$ cat config.mk
export PLATFORM = sky130hd
export DESIGN_NAME = addsub_rr_arbiter
export DESIGN_NICKNAME = d
export VERILOG_FILES = /design/src/rtl/addsub_pkg.sv /design/src/rtl/addsub_rr_pick.sv /design/src/rtl/addsub_rr_arbiter.sv
export SDC_FILE = /design/constraint.sdc
export NUM_CORES = 1
export LEC_CHECK = 0
export BUFFER_PORTS_ARGS = -buffer_cell sky130_fd_sc_hd__clkbuf_2
export CORE_AREA = 2 2 157 159
export DETAILED_ROUTE_END_ITERATION = 8
export DIE_AREA = 0 0 159 161
export PLACE_DENSITY = 0.67
export SKIP_LAST_GASP = 1
export SLEW_MARGIN = 0
export SYNTH_ARGS = -nofsm -noshare
export SYNTH_HDL_FRONTEND = slang
export SYNTH_SLANG_ARGS = --single-unit
export TNS_END_PERCENT = 50
$ cat constraint.sdc
create_clock -name clk -period 10.55 [get_ports clk]
set_clock_uncertainty 0.15 [all_clocks]
set_input_delay 0.5275 -clock clk [delete_from_list [all_inputs] [get_ports clk]]
set_output_delay 0.5275 -clock clk [all_outputs]
set_load 0.05 [all_outputs]
$ cat src/rtl/addsub_pkg.sv
// Shared definitions for the add/subtract round-robin arbiter.
// Tag ids are carried at the widest supported width (16 requesters).
package addsub_pkg;
  localparam logic OP_ADD     = 1'b0;
  localparam logic OP_SUB     = 1'b1;
  localparam int   ADDSUB_LAT = 2;
  localparam int   TAG_IDW    = 4;

  typedef struct packed {
    logic               valid;
    logic [TAG_IDW-1:0] id;
  } tag_t;
endpackage

$ cat src/rtl/addsub_rr_pick.sv
// Combinational rotating-priority picker: first set bit of req at or above
// ptr, wrapping at NREQ-1 back to 0.
module rr_pick #(
  parameter int NREQ = 4,
  parameter int IDW  = 2
) (
  input  logic [NREQ-1:0] req,
  input  logic [IDW-1:0]  ptr,
  output logic [NREQ-1:0] onehot,
  output logic [IDW-1:0]  idx,
  output logic            found
);
  always_comb begin
    int             j;
    logic [IDW-1:0] jj;
    onehot = '0;
    idx    = '0;
    found  = 1'b0;
    j      = 0;
    jj     = '0;
    for (int k = 0; k < NREQ; k++) begin
      j = int'(ptr) + k;
      if (j >= NREQ) j = j - NREQ;
      jj = IDW'(j);
      if (!found && req[jj]) begin
        found      = 1'b1;
        onehot[jj] = 1'b1;
        idx        = jj;
      end
    end
  end
endmodule

$ cat src/rtl/addsub_rr_arbiter.sv
// Round-robin sequencer sharing one external registered add/sub datapath.
// ADDSUB_ARB_PERF_EN adds per-requester grant counters and a busy-cycle count.
module addsub_rr_arbiter
  import addsub_pkg::*;
#(
  parameter int N    = 32,
  parameter int NREQ = 4,
  parameter int LAT  = ADDSUB_LAT,
  parameter int IDW  = 2
) (
  input  logic            clk,
  input  logic            rst,
  input  logic [NREQ-1:0] req,
  input  logic [NREQ-1:0] req_op,
  input  logic [NREQ-1:0] req_cin,
  input  logic [NREQ*N-1:0] req_a,
  input  logic [NREQ*N-1:0] req_b,
  output logic [NREQ-1:0] gnt,
  output logic [N-1:0]    alu_a,
  output logic [N-1:0]    alu_b,
  output logic            alu_cin,
  output logic            alu_cnt,
  input  logic [N-1:0]    alu_s,
  input  logic            alu_cout,
  output logic            rsp_valid,
  output logic [IDW-1:0]  rsp_id,
  output logic [N-1:0]    rsp_s,
  output logic            rsp_cout
`ifdef ADDSUB_ARB_PERF_EN
  ,
  output logic [NREQ*16-1:0] gnt_cnt,
  output logic [31:0]        busy_cycles
`endif
);
  logic [NREQ-1:0] gnt_q, gnt_d, eff_req, win_oh;
  logic [IDW-1:0]  ptr_q, ptr_d, win_idx, rsp_id_q, rsp_id_d;
  logic            win_any;
  logic [N-1:0]    alu_a_q, alu_a_d, alu_b_q, alu_b_d, rsp_s_q, rsp_s_d;
  logic            alu_cin_q, alu_cin_d, alu_cnt_q, alu_cnt_d;
  logic            rsp_valid_q, rsp_valid_d, rsp_cout_q, rsp_cout_d;
  tag_t [LAT:0]    tag_q, tag_d;
  logic            tag_id_unused;

  // A requester's own grant masks it for one cycle so it can drop req.
  assign eff_req = req & ~gnt_q;

  rr_pick #(.NREQ(NREQ), .IDW(IDW)) u_pick (
    .req(eff_req), .ptr(ptr_q), .onehot(win_oh), .idx(win_idx), .found(win_any)
  );

  always_comb begin
    gnt_d       = '0;
    ptr_d       = ptr_q;
    alu_a_d     = alu_a_q;
    alu_b_d     = alu_b_q;
    alu_cin_d   = alu_cin_q;
    alu_cnt_d   = alu_cnt_q;
    tag_d       = '0;
    rsp_valid_d = tag_q[LAT].valid;
    rsp_id_d    = rsp_id_q;
    rsp_s_d     = rsp_s_q;
    rsp_cout_d  = rsp_cout_q;
    if (win_any) begin
      gnt_d    = win_oh;
      ptr_d    = (win_idx == IDW'(NREQ-1)) ? '0 : win_idx + IDW'(1);
      tag_d[0] = '{valid: 1'b1, id: TAG_IDW'(win_idx)};
    end
    for (int i = 0; i < NREQ; i++) begin
      if (win_oh[i]) begin
        alu_a_d   = req_a[i*N +: N];
        alu_b_d   = req_b[i*N +: N];
        alu_cin_d = req_cin[i];
        alu_cnt_d = req_op[i] ? OP_SUB : OP_ADD;
      end
    end
    for (int s = 1; s <= LAT; s++) tag_d[s] = tag_q[s-1];
    if (tag_q[LAT].valid) begin
      rsp_id_d   = tag_q[LAT].id[IDW-1:0];
      rsp_s_d    = alu_s;
      rsp_cout_d = alu_cout;
    end
  end

  always_ff @(posedge clk) begin
    if (!rst) begin
      gnt_q       <= '0;
      ptr_q       <= '0;
      alu_a_q     <= '0;
      alu_b_q     <= '0;
      alu_cin_q   <= 1'b0;
      alu_cnt_q   <= 1'b0;
      tag_q       <= '0;
      rsp_valid_q <= 1'b0;
      rsp_id_q    <= '0;
      rsp_s_q     <= '0;
      rsp_cout_q  <= 1'b0;
    end else begin
      gnt_q       <= gnt_d;
      ptr_q       <= ptr_d;
      alu_a_q     <= alu_a_d;
      alu_b_q     <= alu_b_d;
      alu_cin_q   <= alu_cin_d;
      alu_cnt_q   <= alu_cnt_d;
      tag_q       <= tag_d;
      rsp_valid_q <= rsp_valid_d;
      rsp_id_q    <= rsp_id_d;
      rsp_s_q     <= rsp_s_d;
      rsp_cout_q  <= rsp_cout_d;
    end
  end

  // Tag ids are stored wider than IDW; the upper bits are always zero.
  assign tag_id_unused = ^tag_q[LAT].id;

  assign gnt       = gnt_q;
  assign alu_a     = alu_a_q;
  assign alu_b     = alu_b_q;
  assign alu_cin   = alu_cin_q;
  assign alu_cnt   = alu_cnt_q;
  assign rsp_valid = rsp_valid_q;
  assign rsp_id    = rsp_id_q;
  assign rsp_s     = rsp_s_q;
  assign rsp_cout  = rsp_cout_q;

`ifdef ADDSUB_ARB_PERF_EN
  logic [NREQ-1:0][15:0] gnt_cnt_q, gnt_cnt_d;
  logic [31:0]           busy_cycles_q, busy_cycles_d;

  always_comb begin
    busy_cycles_d = busy_cycles_q + {31'b0, tag_q[0].valid};
    for (int i = 0; i < NREQ; i++)
      gnt_cnt_d[i] = (gnt_q[i] && gnt_cnt_q[i] != 16'hFFFF) ? gnt_cnt_q[i] + 16'd1
                                                            : gnt_cnt_q[i];
  end

  always_ff @(posedge clk) begin
    if (!rst) begin
      gnt_cnt_q     <= '0;
      busy_cycles_q <= '0;
    end else begin
      gnt_cnt_q     <= gnt_cnt_d;
      busy_cycles_q <= busy_cycles_d;
    end
  end

  assign gnt_cnt     = gnt_cnt_q;
  assign busy_cycles = busy_cycles_q;
`endif
endmodule
Yosys cells after proc, flatten, opt, wreduce, memory -nomap -nowiden. Index checks and enable logic that the tools add are counted.

Input bits: 303. Bits in registers: 117. Logic and storage cells: 108.

Add/subtract/negate cells: 8. Reduce and logical (&&, ||, !) cells: 12. Eq/ne operators: 1. Multiplexer cells: 54. Bitwise logic cells: 5. $lt $le $gt $ge: 12.

Operator list (number): $mux 32 (8); $mux 1 (24); $mux 2 (9); $mux 4 (4); $lt 2x3->1 const B (4); $or 4x4->4 (3); $ge 3x3->1 const B (3); $bmux 1 s2 (4); $demux 1 s2 (4); $ge 2x1->1 const B (4); $sub 2x1->2 const B (4); $logic_and 1x1->1 (7); $add 2x2->3 const B (2); $mux 5 (1); $and 4x4->4 (1); $not 4->4 (1); $reduce_bool 4->1 (1); $add 2x1->3 const B (1); $ge 2x3->1 const B (1); $logic_not 1->1 (3); $add 2x1->2 const B (1); $eq 2x2->1 const B (1); $reduce_and 2->1 (1).

Longest topological paths before layout. Gate-level depths: netlist of run 1.

Word-level depth: 18. Gate-level depth with buffers: 14. Depth with buffers taken out: 9.

Cells and area by module. From an unflattened synthesis of run 1, not the netlist that was laid out.

Cells, all modules: 580. Area, all modules: 5695.5 µm².

Modules (own cells, without submodules): addsub_rr_arbiter (instances 1, area an instance 5276.3 µm², cells an instance 535); rr_pick (instances 1, area an instance 419.2 µm², cells an instance 45).

Least setup slack after synthesis of run 1. Ideal clock, no wire load.

Path type: register -> register. From: register (tool-made name). To: register alu_a_q[23], in the netlist alu_a[23]. Cell stages (with the launch flop): 14. Data arrival time: 3453 ps. Path slack: 6796 ps. Required time: 10249 ps. Cell sequence: dfxtp_1 > buf_2 > inv_1 > ha_1 > and4b_1 > or4_1 > buf_2 > o311a_1 > a31oi_4 > buf_6 > buf_6 > mux2_1 > mux2i_1 > a2111oi_2.

RTL lines: to (signal assigned) (RTL line addsub_rr_arbiter.sv:100) `alu_a_q <= alu_a_d;`; to (decl) (RTL line addsub_rr_arbiter.sv:38) `logic [N-1:0] alu_a_q, alu_a_d, alu_b_q, alu_b_d, rsp_s_q, rsp_s_d;`.

==> metrics.cfg, run 1 <==
[cells_and_area]
finalNonFillerCells=1394
layout_commonest_cell=clkbuf_2
nets=1368
multi_input_area_sq_um=3880
final_cell_mix=clkbuf_2, dfxtp_1, nor2_1, mux2i_1, nor3_1
fillers=2471
seq_area_sq_um=2340
drive_above_1_share_pct=45.7
antenna_cells=0
syn2layout_area_growth_pct=43.2

[grt]
antenna_found_initial=0
globalRouteOverflowTotal=0
grt_start_max_net_pins=55
grt_pass1_wl_um=37000
grt_usage_pct=18.3
grt_pass1_vias=6871

[timing]
finalMaxSlewViolations=0
rsz0062_at_grt=no
hold_violations=0
worst_pin_slew_ns=1.15
clock.fmax_ghz=0.189
fin_crit_sh_pct=50.1
relSlewSlack_pct=23.2
setup_viol=0
layout_setup_ws_ns=5.26
setup-tns-final_ns=0
min_period_ns=5.29

[worst_setup_path]
critPathCaptureType=register
required_ns=10.68
crit_type=reg2reg
rr_worst_depth=10
cp.arrival_ns=5.42
cp-start-kind=register
crit_fanout=42

[synthesis]
yosysTopAreaCellShare_pct=35.8
synth-async-reset-ratio_pct=0
yosysSeqAreaShare_pct=35.8
synth_edf_count=0
synth_warnings=0
ys.flop_type=dfxtp_1
synth_top_area_cell=dfxtp_1
synth_area_sq_um=6540
synth_seq_cells=117
syn_inst=683
syn_nets=994
avgSynthCellArea_sq_um=9.58
yosysUniqueCellTypes=50
netlist_top_cells_area=dfxtp_1, mux2i_1, mux2_1

[power]
comb_power_share_pct=63.2
leakage_uw=0.00455
p_switching_uw=1710
power_density_nw_per_um2=365
ir_drop_v=0.000268
clockPowerShare_pct=17.7
seqPwrFrac_pct=19.2
p_int_uw=1720
swShare_pct=49.9

[placement]
gp_congestion=0.896
dp_cells=1362
place.port_buffers=408
hpwl_um=17900
dp_slack_ns=5.25

[clock_tree]
insertion_delay_ns=0.41
cts.clk_slew.worst_paths_ns=0.06
cts_buffer_depth=2
cts_tree=done
cts_inserted_buffers=17
cts-root-buf=clkbuf_16
cts_sinks=117
h-tree-depth=4
ctsResizeCount=0
post-cts-setup-buffers=0
cts_hold_buf=0

[die]
initial_core_util_pct=27.3
rows=57
fp.dieH_um=161
die_w_um=159
die_area_sq_um=25600
core_sq_um=24000
io_pins=409

[job]
cap_violations=0

[routing]
drt_iter0_drc=357
viasPerCell=4.87
firstDrtPassIters=5
wirelength_um=24200
ant_nets=0
vias=6791
wl_per_cell_um=17.4
drc=0

[status]
status=complete, no violations

[hold_path]
hold_depth=3
worstHoldStart=alu_s[28]
worstHoldPathType=in2reg

==> cells by family after synthesis <==
logic type | Yosys count | share of synthesized area [%]
flops | 117 | 35.8
simple gates | 231 | 16.5
xor+xnor | 1 | 0.134
mux | 167 | 27.2
compound gates | 90 | 13.7
fa+ha+maj | 8 | 1.53
buf+inv | 69 | 5.26
==> state kept, by name (all words and copies together), names as in the netlist, named ones only <==
| register | flops |
|---|---|
| alu_a | 32 |
| tag_q | 2 |
| alu_b | 32 |
| rsp_s | 32 |
| rsp_id | 2 |
| alu_cnt | 1 |
| tag_d | 6 |
| rsp_cout | 1 |
| rsp_valid | 1 |
| rsp_valid_d | 1 |
| ptr_q | 1 |
| gnt | 4 |
| alu_cin | 1 |
==> cells in the mapped netlist (6+ instances only) <==
cell	number
a2111oi_0	38
a2111oi_1	11
a2111oi_2	17
and2_1	11
buf_2	14
clkbuf_1	34
dfxtp_1	117
ha_1	8
inv_1	7
mux2_1	52
mux2_2	13
mux2i_1	100
nand2b_1	6
nor2_1	117
nor3_1	69
==> layout make-up <==
cell class | count | share of cell area, %
clock inverter | 13 | 1.86
sequential | 117 | 25.0
clock buffer | 19 | 4.62
timing repair buffer | 417 | 22.5
tap | 324 | 4.33
inverter | 7 | 0.307
multi-input combinational | 497 | 41.4
==> critical path, cell delays in order (launching register included) <==
cell	delay, ns
dfxtp_1	0.57
inv_1	0.25
ha_1	0.45
and4b_1	0.26
or4_1	0.68
o311a_1	0.42
a31oi_4	0.86
buf_4	0.69
mux2_2	0.28
mux2i_1	0.07
a2111oi_0	0.45
==> per-stage QoR <==
stage | utilization, % | hold slack, ns | cell area (sq um) | power [uW]
after detailed placement | 36.6 | 0.274 | 8760 | 2850
after CTS | 39.1 | 0.180 | 9370 | 3460
after floorplan | - | 0.262 | 6540 | 2380
after global placement | 36.6 | 0.264 | 8760 | 2820
final | 39.1 | 0.198 | 9370 | 3430
after global routing | 39.1 | 0.194 | 9370 | 3640
==> final timing paths <==
path	slack, ns	to
worst min register to register	0.29	tag_d[11]
worst min-delay path	0.20	rsp_s[28]
worst max register to register	5.26	alu_b[22]
worst max-delay path	5.26	alu_b[22]
==> power by group through the flow <==
stage / registers (uW) / logic, uW / clock network, uW
after floorplan: 1040 / 1340 / 0
after global placement: 661 / 2160 / 0
after detailed placement: 666 / 2180 / 0
after CTS: 657 / 2190 / 621
after global routing: 671 / 2330 / 639
final: 656 / 2160 / 605
==> routing by layer <==
metal | share of wire [%] | vias to the layer above | wire length (um) | track usage (%)
met1 | 42 | 3164 | 10100 | 21.6
met5 | 0 | - | 0 | 0
met4 | 1.7 | 0 | 405 | 5.70
met3 | 6.1 | 31 | 1480 | 4.55
li1 | - | 3296 | - | -
met2 | 51 | 300 | 12200 | 32.6
No activity file was read; power rests on OpenSTA's default activity.
==> inputs of run 2 (changes only) <==
- CORE_AREA: 2 2 157 159 -> 2 2 158 160
- DIE_AREA: 0 0 159 161 -> 0 0 160 162
- PLACE_DENSITY: 0.67 -> 0.66
- clock period: 10.55 -> 5.2 ns (I/O delays scaled with it)
==> run 2 against run 1 <==
Against the previous run: sequential share of layout area down 2.5 points; non-clock buffer count up 99; maximum frequency up 9.7%; flip-flop and latch count unchanged; clock power up 110%; wire length up 8.0%; combinational power up 110%; cell count up 7.1%; design area up 11%; largest power group unchanged; register-to-register slack worse by 4.9 ns.
==> metrics.cfg, run 2 (same netlist as run 1, synthesis figures left out) <==
[hold_path]
worstHoldPathType=in2reg  ; unchanged
worstHoldStart=req_b[99]  ; was alu_s[28]

[routing]
drc=0  ; unchanged
vias=7231  ; was 6,791
viasPerCell=4.84  ; was 4.87
wl_per_cell_um=17.5  ; was 17.4 um
drt_iter0_drc=448  ; was 357
ant_nets=0  ; unchanged
wirelength_um=26200  ; was 24,200 um
firstDrtPassIters=4  ; was 5

[timing]
finalMaxSlewViolations=0  ; unchanged
hold_violations=0  ; unchanged
worst_pin_slew_ns=1.08  ; was 1.15 ns
rsz0062_at_grt=no  ; unchanged
fin_crit_sh_pct=92.7  ; was 50.1%
min_period_ns=4.82  ; was 5.29 ns
relSlewSlack_pct=28.3  ; was 23.2%
clock.fmax_ghz=0.207  ; was 0.189 GHz
setup-tns-final_ns=0  ; unchanged
setup_viol=0  ; unchanged

[job]
cap_violations=0  ; unchanged

[grt]
grt.met2_usage_pct=35.8  ; was 32.6%
grt_usage_pct=19.6  ; was 18.3%
grt_pass1_vias=7495  ; was 6,871
grt.busiest_layer=met2  ; unchanged
grt_start_max_net_pins=69  ; was 55
antenna_found_initial=1  ; was 0
grt_use_met3_pct=5.64  ; was 4.55%
globalRouteOverflowTotal=0  ; unchanged
grt_pass1_wl_um=40100  ; was 37,000 um
grt_use_met1_pct=21.1  ; was 21.6%

[power]
finalPower_uw=7150  ; was 3430 uW
leakage_uw=0.00500  ; was 0.00455 uW
power_density_nw_per_um2=687  ; was 365 nW/um^2
ir_drop_v=0.000655  ; was 0.000268 V

[die]
initial_core_util_pct=27.1  ; was 27.3%
fp.dieH_um=162  ; was 161 um
rows=57  ; unchanged
die_w_um=160  ; was 159 um
core_sq_um=24100  ; was 24,000 sq um
die_area_sq_um=25900  ; was 25,600 sq um
io_pins=409  ; unchanged

[cells_and_area]
finalNonFillerCells=1493  ; was 1,394
layout_commonest_cell=clkbuf_2  ; unchanged
drive_above_1_share_pct=42.1  ; was 45.7%
final_cell_mix=clkbuf_2, dfxtp_1, nor2_1, mux2i_1, dlygate4sd3_1  ; was clkbuf_2, dfxtp_1, nor2_1, mux2i_1, nor3_1
nets=1467  ; was 1,368
fin_area_sq_um=10400  ; was 9370 sq um
syn2layout_area_growth_pct=59.0  ; was 43.2%
antenna_cells=0  ; unchanged

[clock_tree]
cts.clk_slew.worst_paths_ns=0.06  ; about the same
cts_buffer_depth=2  ; unchanged
cts-root-buf=clkbuf_16  ; unchanged
cts_sinks=117  ; unchanged
cts_inserted_buffers=17  ; unchanged
insertion_delay_ns=0.41  ; about the same
cts_tree=done  ; unchanged
h-tree-depth=4  ; unchanged
post-cts-setup-buffers=0  ; unchanged

[placement]
postPlaceCellArea_sq_um=8820  ; was 8760 sq um
gp_congestion=0.905  ; was 0.896
hpwl_um=18100  ; was 17,900 um
place.port_buffers=408  ; unchanged
dp_cells=1364  ; was 1,362

[worst_setup_path]
slowest_delay_ns=0.69  ; was 0.86 ns
required_ns=5.40  ; was 10.68 ns
cp_slowest_cell=or4_1  ; was a31oi_4
crit_type=reg2reg  ; unchanged
crit_fanout=68  ; was 42
cp.arrival_ns=5.03  ; was 5.42 ns
cp-start-kind=register  ; unchanged
path_cells=inv_1 > ha_1 > and4b_1 > or4_1 > o311a_1 > a31oi_4 > buf_12 > mux2_2 > mux2i_1 > a2111oi_0 > dlygate4sd3_1  ; was inv_1 > ha_1 > and4b_1 > or4_1 > o311a_1 > a31oi_4 > buf_4 > mux2_2 > mux2i_1 > a2111oi_0
critPathCaptureType=register  ; unchanged

[status]
status=complete, no violations  ; unchanged

run 2: layer usage:
metal | part of all wire [%] | vias up
met2 | 51 | 319
li1 | - | 3499
met5 | 0.065 | -
met1 | 39 | 3363
met3 | 7.0 | 48
met4 | 3.1 | 2
run 2: worst max-delay path: cells and delay by family, from the launching register on:
| family | cells | cell delay, ns |
|---|---|---|
| AO/OA/AOI/OAI | 3 | 1.05 |
| adder cells (fa/ha/maj) | 1 | 0.45 |
| buffers and inverters | 3 | 1.17 |
| flip-flops | 1 | 0.57 |
| multiplexers | 2 | 0.29 |
| AND/OR/NAND/NOR | 2 | 0.94 |
run 2: where the power goes:
part / switching [uW] / internal [uW] / total, uW
clock network: 489 / 770 / 1260
logic: 2870 / 1670 / 4540
registers: 167 / 1180 / 1350
total: 3520 / 3620 / 7150
run 2: stage by stage:
stage | worst slack [ns] | utilization [%] | hold slack (ns)
after floorplan | 1.45 | - | 0.257
after global placement | 0.888 | 36.6 | 0.263
after detailed placement | 0.784 | 36.6 | 0.268
after CTS | 0.376 | 43.2 | 0.000746
after global routing | 0.126 | 43.2 | 0.0166
final | 0.378 | 43.2 | 0.0137
run 2: path summary, 6_finish.rpt:
path	end	cells past startpoint	slack (ns)
setup reg to reg	alu_b[25]	11	0.38
hold reg to reg	tag_d[14]	1	0.28
setup / recovery	alu_b[25]	11	0.38
hold / removal	alu_b[3]	3	0.01
run 2: what timing repair did:
action,in CTS,in global routing
endpoints found under the hold margin,94,0
resized for setup,0,1
endpoints found under the setup margin,0,3
hold buffers,97,0
run 2: final cells by class:
class	instances	area, sq um
multi-input cells	497	3880
clock inverters	14	189
flip-flops and latches	117	2340
well taps	324	405
repair buffers	516	3130
inverters	7	27.5
fillers	2330	13700
clock buffers	18	429
==> inputs of run 3 (changes only) <==
--- a/config.mk
+++ b/config.mk
@@ -11,3 +11,3 @@
 export DIE_AREA = 0 0 160 162
-export PLACE_DENSITY = 0.66
+export PLACE_DENSITY = 0.65
 export SKIP_LAST_GASP = 1
==> constraint.sdc (replaced) <==
create_clock -name clk -period 5.2 [get_ports clk]
set_clock_uncertainty 0.15 [all_clocks]
set_input_delay 0.78 -clock clk [delete_from_list [all_inputs] [get_ports clk]]
set_output_delay 0.78 -clock clk [all_outputs]
set_load 0.05 [all_outputs]
==> run 3 against run 2 <==
Against the previous run: clock power down 4%; sequential power is essentially flat; worst hold slack gained 0.27 ns; sequential share of layout area grew 2.3 points; via count decreased by 7.0%; worst setup slack better by 0.15 ns; critical path depth shrank 1; design area down 9.1%; utilization shrank 3.9 points; largest cell class unchanged.
==> metrics.cfg, run 3 (same netlist as run 1, synthesis figures left out) <==
[status]
status=complete, no violations  ; unchanged

[power]
power_density_nw_per_um2=746  ; was 687 nW/um^2
comb_power_share_pct=63.6  ; about the same
swShare_pct=49.4  ; was 49.3%
p_switching_uw=3480  ; was 3520 uW
clockPowerShare_pct=17.1  ; was 17.6%
seqPwrFrac_pct=19.2  ; was 18.8%
p_int_uw=3570  ; was 3620 uW
ir_drop_v=0.000486  ; was 0.000655 V
leakage_uw=0.00459  ; was 0.00500 uW

[routing]
viasPerCell=4.82  ; was 4.84
vias=6727  ; was 7,231
drt_iter0_drc=411  ; was 448
ant_nets=0  ; unchanged
wirelength_um=23900  ; was 26,200 um
drc=0  ; unchanged
firstDrtPassIters=4  ; unchanged
wl_per_cell_um=17.1  ; was 17.5 um

[clock_tree]
ctsResizeCount=0  ; unchanged
cts_inserted_buffers=17  ; unchanged
cts_tree=done  ; unchanged
post-cts-setup-buffers=0  ; unchanged
cts-root-buf=clkbuf_16  ; unchanged
insertion_delay_ns=0.41  ; about the same
cts_buffer_depth=2  ; unchanged
cts_hold_buf=0  ; was 97
cts.clk_slew.worst_paths_ns=0.06  ; about the same
h-tree-depth=4  ; unchanged
cts_sinks=117  ; unchanged

[placement]
gp_congestion=0.899  ; was 0.905
dp_cells=1365  ; was 1,364
hpwl_um=17900  ; was 18,100 um
place.port_buffers=408  ; unchanged

[worst_setup_path]
cp-start-kind=register  ; unchanged
path_cells=inv_1 > ha_1 > or4b_2 > nor4_1 > a22oi_1 > nand4_1 > or2_2 > nor3_2 > buf_12 > a2111oi_0  ; was inv_1 > ha_1 > and4b_1 > or4_1 > o311a_1 > a31oi_4 > buf_12 > mux2_2 > mux2i_1 > a2111oi_0 > dlygate4sd3_1
cp.arrival_ns=4.77  ; was 5.03 ns
rr_worst_depth=10  ; was 11
crit_fanout=45  ; was 68
slowest_delay_ns=0.67  ; was 0.69 ns
crit_type=reg2reg  ; unchanged
crit_end=alu_a[3]  ; was alu_b[25]
cp_slowest_cell=or4b_2  ; was or4_1
required_ns=5.30  ; was 5.40 ns
r2r-end=alu_a[3]  ; was alu_b[25]
critPathCaptureType=register  ; unchanged
ff2ff_setup_slack_ns=0.53  ; was 0.38 ns

[die]
die_w_um=160  ; unchanged
fp.dieH_um=162  ; unchanged
initial_core_util_pct=27.1  ; unchanged
core_sq_um=24100  ; unchanged
rows=57  ; unchanged
io_pins=409  ; unchanged
die_area_sq_um=25900  ; unchanged

[timing]
finalMaxSlewViolations=0  ; unchanged
relSlewSlack_pct=23.9  ; was 28.3%
clock.fmax_ghz=0.214  ; was 0.207 GHz
setup-tns-final_ns=0  ; unchanged
min_period_ns=4.67  ; was 4.82 ns
setup_viol=0  ; unchanged
fin_crit_sh_pct=89.8  ; was 92.7%
rsz0062_at_grt=no  ; unchanged
worst_pin_slew_ns=1.14  ; was 1.08 ns
hold_violations=0  ; unchanged

[grt]
globalRouteOverflowTotal=0  ; unchanged
antenna_found_initial=0  ; was 1
grt_usage_pct=17.9  ; was 19.6%
grt_pass1_wl_um=36600  ; was 40,100 um
grt_start_max_net_pins=78  ; was 69
grt_pass1_vias=6825  ; was 7,495

[cells_and_area]
finalNonFillerCells=1397  ; was 1,493
nets=1371  ; was 1,467
antenna_cells=0  ; unchanged
drive_above_1_share_pct=45.9  ; was 42.1%
layout_commonest_cell=clkbuf_2  ; unchanged
final_cell_mix=clkbuf_2, dfxtp_1, nor2_1, mux2i_1, nor3_1  ; was clkbuf_2, dfxtp_1, nor2_1, mux2i_1, dlygate4sd3_1
final_util_pct=39.2  ; was 43.2%
syn2layout_area_growth_pct=44.5  ; was 59.0%

[hold_path]
worstHoldStart=tag_d[9]  ; was req_b[99]
worstHoldPathType=reg2reg  ; was in2reg

[job]
cap_violations=0  ; unchanged

run 3: cell count changes in the layout (fill, tap and decap cells not counted), sizes merged:
cell,delta
buf,+1
bufinv,-1
clkinv,-1
clkinvlp,+2
dlygate4sd3,-97
run 3: power by group through the flow:
stage          logic [uW]  clock network (uW)  registers, uW
6_report             4490                1210           1360
3_3_place_gp         4520                   0           1370
4_1_cts              4560                1250           1360
5_1_grt              4850                1290           1390
2_1_floorplan        2720                   0           2100
3_5_place_dp         4560                   0           1380
run 3: worst min-delay path by stage:
| stage | to | slack [ns] | cells past startpoint |
|---|---|---|---|
| finish | tag_d[14] | 0.28 | 1 |
| global route | tag_q[11] | 0.31 | 1 |
| CTS | tag_d[14] | 0.28 | 1 |
| detailed placement | rsp_valid_d | 0.27 | 1 |
| global placement | tag_q[11] | 0.27 | 1 |
| floorplan | rsp_valid_d | 0.26 | 1 |
run 3: layout make-up:
class	count	area, sq um
fill	2478	14600
multi-input combinational	497	3880
sequential	117	2340
timing repair buffer	420	2210
clock buffer	18	429
tap	324	405
clock inverter	14	168
inverter	7	27.5
run 3: worst max-delay path, delay by kind of cell, from the launching register on:
kind / cells / cell delay, ns
AND/OR/NAND/NOR: 5 / 2.16
buffers and inverters: 2 / 0.49
flip-flops: 1 / 0.58
adder cells (fa/ha/maj): 1 / 0.46
AO/OA/AOI/OAI: 2 / 0.64
run 3: routing by layer:
metal / vias to the layer above / track usage, % / part of all wire [%]
met2: 309 / 31.2 / 50
li1: 3293 / - / -
met3: 27 / 5.26 / 7.9
met1: 3098 / 21.1 / 40
met5: - / 0 / 0
met4: 0 / 6.31 / 2.2
run 3: stage by stage:
step / setup WS [ns] / instance area, sq um / hold WS (ns) / total power (uW)
3_5_place_dp: 0.525 / 8860 / 0.272 / 5930
5_1_grt: 0.0366 / 9460 / 0.309 / 7530
3_3_place_gp: 0.674 / 8860 / 0.267 / 5890
4_1_cts: 0.459 / 9460 / 0.283 / 7170
6_report: 0.531 / 9460 / 0.280 / 7050
2_1_floorplan: 1.45 / 6540 / 0.262 / 4830
